`config.mk`:
```
export PLATFORM = sky130hd
export DESIGN_NAME = flex_stp_rx
export DESIGN_NICKNAME = d
export VERILOG_FILES = /design/src/rtl/flex_stp_rx.sv
export SDC_FILE = /design/constraint.sdc
export NUM_CORES = 1
export LEC_CHECK = 0
export BUFFER_PORTS_ARGS = -buffer_cell sky130_fd_sc_hd__buf_4
export CORE_ASPECT_RATIO = 1.25
export CORE_MARGIN = 2
export CORE_UTILIZATION = 48
export DETAILED_ROUTE_END_ITERATION = 6
export PLACE_DENSITY = 0.72
export SYNTH_ARGS = -nofsm -noshare
export SYNTH_HDL_FRONTEND = slang
export SYNTH_SLANG_ARGS = --single-unit
```
`constraint.sdc`:
```
create_clock -name clk -period 1.46 [get_ports clk]
set_clock_uncertainty 0.15 [all_clocks]
set_input_delay 0.073 -clock clk [delete_from_list [all_inputs] [get_ports clk]]
set_output_delay 0.073 -clock clk [all_outputs]
set_load 0.01 [all_outputs]
```
`src/rtl/flex_stp_rx.sv`:
```
// Serial-to-parallel receiver with a one-word holding register, ack handshake and sticky overrun.
// Define FLEX_STP_PARITY_EN to expect a trailing even-parity bit per word and expose parity_error.
module flex_stp_rx #(
    parameter int NUM_BITS  = 8,
    parameter int SHIFT_MSB = 1
) (
    input  logic                clk,
    input  logic                rst,
    input  logic                shift_enable,
    input  logic                serial_in,
    input  logic                clear,
    input  logic                data_ack,
    output logic [NUM_BITS-1:0] parallel_out,
    output logic                data_valid,
    output logic                overrun
`ifdef FLEX_STP_PARITY_EN
    ,
    output logic                parity_error
`endif
);

`ifdef FLEX_STP_PARITY_EN
    localparam int FRAME = NUM_BITS + 1;
`else
    localparam int FRAME = NUM_BITS;
`endif
    localparam int CNT_W = $clog2(FRAME);
    localparam logic [CNT_W-1:0] LAST = CNT_W'(FRAME - 1);

    logic [CNT_W-1:0]    bit_cnt;
    logic [NUM_BITS-1:0] shift_reg;
    logic [NUM_BITS-1:0] shifted;
    logic [NUM_BITS-1:0] new_word;
    logic                new_perr;
    logic                shift_data;
    logic                word_done;

    always_comb begin
        if (SHIFT_MSB != 0) begin
            shifted = {shift_reg[NUM_BITS-2:0], serial_in};
        end else begin
            shifted = {serial_in, shift_reg[NUM_BITS-1:1]};
        end
    end

    assign word_done = shift_enable && (bit_cnt == LAST);

`ifdef FLEX_STP_PARITY_EN
    // The final shift of a frame is the parity bit; it never enters the data register.
    assign shift_data = shift_enable && (bit_cnt != LAST);
    assign new_word   = shift_reg;
    assign new_perr   = ^{shift_reg, serial_in};
`else
    assign shift_data = shift_enable;
    assign new_word   = shifted;
    assign new_perr   = 1'b0;
`endif

    always_ff @(posedge clk or posedge rst) begin
        if (rst) begin
            bit_cnt   <= '0;
            shift_reg <= '0;
        end else if (clear) begin
            bit_cnt   <= '0;
            shift_reg <= '0;
        end else begin
            if (shift_enable) begin
                bit_cnt <= word_done ? '0 : bit_cnt + 1'b1;
            end
            if (shift_data) begin
                shift_reg <= shifted;
            end
        end
    end

    logic perr_q;

    always_ff @(posedge clk or posedge rst) begin
        if (rst) begin
            parallel_out <= '0;
            data_valid   <= 1'b0;
            overrun      <= 1'b0;
            perr_q       <= 1'b0;
        end else if (clear) begin
            parallel_out <= '0;
            data_valid   <= 1'b0;
            overrun      <= 1'b0;
            perr_q       <= 1'b0;
        end else if (word_done) begin
            // A completed word may replace the held one only if the consumer takes it this edge.
            if (!data_valid || data_ack) begin
                parallel_out <= new_word;
                data_valid   <= 1'b1;
                perr_q       <= new_perr;
            end else begin
                overrun <= 1'b1;
            end
        end else if (data_ack && data_valid) begin
            data_valid <= 1'b0;
            perr_q     <= 1'b0;
        end
    end

`ifdef FLEX_STP_PARITY_EN
    assign parity_error = perr_q;
`else
    logic unused_perr;
    assign unused_perr = perr_q ^ new_perr;
`endif

endmodule
```
==> metrics.md <==
| Metric | Value |
|---|---|
| Vias in the first global route | 575 |
| Worst-path clk slew | 110 ps |
| Post-Synth Adder-Cell Area | 2.60% |
| Netlist Area Pre-Place | 962 µm² |
| Crit-path leading delay family | buffers and inverters |
| Post-synth EDFFs | 0 |
| Synth warn | 0 |
| Status | completed |
| Synth cell count leaders | dfrtp_1, mux2i_1, nand2b_1 |
| Synth unique cells | 15 |
| GPL Wtd Cong | 0.718 |
| Main combinational cell family by area after synthesis | simple AND/OR/NAND/NOR gates |
| Total congestion overflow | 0 |
| Max reg flops | 8 |
| Area of placed instances | 1080 µm² |
| CTS tree | done |
| Post-synthesis mux area share | 17.7% |
| Drt initial violations | 7 |
| Antenna diodes | 0 |
| First drt pass iteration count | 5 |
| Register-to-register setup slack | 50 ps |
| Layout Nets | 112 |
| Net Count, Synth | 89 |
| Vias | 622 |
| CTS Sinks | 20 |
| H-tree depth | 1 |
| Max cap viols | 0 |
| Time the worst path needs with I/O delays and setup | 1420 ps |
| Die Y | 54.1 µm |
| Skew-Pair Late Insertion Delay | 290 ps |
| Area delta synth->final | 24.2% |
| Max stage delay on crit path | 550 ps |
| Power Density | 919 nW/µm² |
| Most area-consuming cells after synthesis | dfrtp_1, mux2i_1, nand2b_1 |
| Simple-gate share of the synthesized area | 20.8% |
| Most common cell in the netlist | dfrtp_1 |
| Core Region | 1940 µm² |
| R2r worst-path depth | 5 |
| Max-slew headroom | 83.2% |
| Seq/Total Area, Yosys | 52.0% |
| Final worst path period share | 97.5% |
| Die ar. | 2380 µm² |
| Post-DRT Antenna Nets | 0 |
| Root Driver | clkbuf_4 |
| WHS Path Cells | 3 |
| Worst Path Max Fanout | 2 |
| CP most frequent cell | dlygate4sd3_1 |
| Stages on worst setup path | 5 |
| Synth Area in XOR/XNOR | 0% |
| Largest net degree at the start of global routing | 29 |
| Final setup fails | 0 |
| Gate Count Post-Synth | 81 |
| Slowest CP cell | dlygate4sd3_1 |
| Die W | 44.0 µm |
| CP Capture Type | flop |
| CP bufs+invs | 3 |
| IO Count | 16 |
| RSZ-0062 raised after global routing | true |
| Worst min path class | in -> reg |
| Worst VDD drop | 705 µV |
| Worst-margin pin slew | 252 ps |
| DRC | 0 |
| WP data required | 1500 ps |
| Avg Synthesized Cell Area | 11.9 µm² |
| CP arrival | 1460 ps |
| Via/cell ratio | 5.06 |
| Pleak | 0.574 nW |
| # rows | 18 |
| Routed WL per cell | 12.0 µm |
| Dominant synthesized flop cell | dfrtp_1 |
| Share of cells above drive strength 1 | 27.2% |
| Post-route cell area | 1190 µm² |
| Synth top area share | 52.0% |
| Critical-path cell list | dlygate4sd3_1 -> buf_4 -> mux2i_1 -> nor2_1 -> dlygate4sd3_1 |
| Top cell type by total area after synthesis | dfrtp_1 |
| Number of synthesized register bits | 20 |
| Number of port buffers | 15 |
| Synth Area in Compound Gates | 1.69% |
| Initial Utilization | 49.7% |
| GRT Overall Usage | 14.0% |
| Post-synth ARST share | 100% |
| Clock Tree Buf Depth | 2 |
| First-pass GRT wire length | 2430 µm |
| FMAX | 702 MHz |
| Clock buffer count from CTS | 3 |
| Crit path kind | in -> reg |
| Hold Violations, Final | 0 |
| Critical Path Start Type | input port |
| Post-Route Utilization | 61.7% |
| Initial antenna violation count | 0 |
| Pins Over Slew Limit | 0 |
| Routed wire length | 1480 µm |
## per-layer routing
layer	track usage, %	up-vias	routed length, µm
met4	6.06	0	12
met1	18.4	299	627
met5	0	-	0
li1	-	310	-
met3	2.01	2	40
met2	22.8	11	801
## where the power goes
part / internal, mW / switching (mW)
Sequential: 0.562 / 0.00567
Combinational: 0.0458 / 0.0412
Clock: 0.277 / 0.166
Total: 0.885 / 0.213
## cell usage in the layout (no fill, tap or decap)
cell	count
ha_4	1
nor2_8	1
inv_1	1
buf_4	18
nor2_1	12
nand3b_1	1
mux2i_1	17
buf_6	1
nand2_4	1
dlygate4sd3_1	4
a21oi_1	2
a31oi_1	1
dfrtp_1	20
and2b_4	1
ha_2	1
clkbuf_4	3
bufinv_16	1
nand2b_1	17
## repair_timing
item / 4_1_cts / 5_1_grt
hold buffers: 4 / 0
pin swaps: 1 / 2
buffers inserted: 0 / 1
resized for setup: 3 / 1
hold endpoints to repair: 33 / 0
setup endpoints to repair: 6 / 8
## per-stage QoR
step / setup WS (ps) / total power, mW / hold slack (ps) / TNS, ps / instances
2_1_floorplan: 81.9 / 0.637 / -113 / 0 / 81
3_3_place_gp: 36.3 / 0.650 / -33.6 / 0 / 114
3_5_place_dp: -18.2 / 0.653 / -28.7 / -18.4 / 114
4_1_cts: 4.09 / 1.11 / 9.97 / 0 / 122
5_1_grt: -16.6 / 1.14 / 25.6 / -25.7 / 123
6_report: 35.9 / 1.10 / 9.58 / 0 / 123
## final timing paths
path                              start               to
max                           serial_in     shift_reg[0]
min                        shift_enable       bit_cnt[2]
max reg2reg                  bit_cnt[1]  parallel_out[5]
min reg2reg                     overrun          overrun
max in group asynchronous           rst     shift_reg[3]
min in group asynchronous           rst       data_valid
## area by class of cell
cell class,instances,area [µm²]
Sequential cell,20,500
Timing Repair Buffer,23,186
Clock inverter,1,30.0
Clock buffer,3,22.5
Multi-Input combinational cell,55,427
Fill cell,173,742
Inverter,1,3.75
Tap cell,20,25.0
## kinds of logic after synthesis
logic type,count (synthesis)
AO/OA/AOI/OAI,3
AND/OR/NAND/NOR,33
multiplexers,17
flip-flops,20
adder cells (fa/ha/maj),2
buffers and inverters,6
## worst min-delay path, cell delays in order
cell and delay [ps]:
buf_4 190, nand3b_1 100, a21oi_1 60
(Power assumes the default switching activity.)
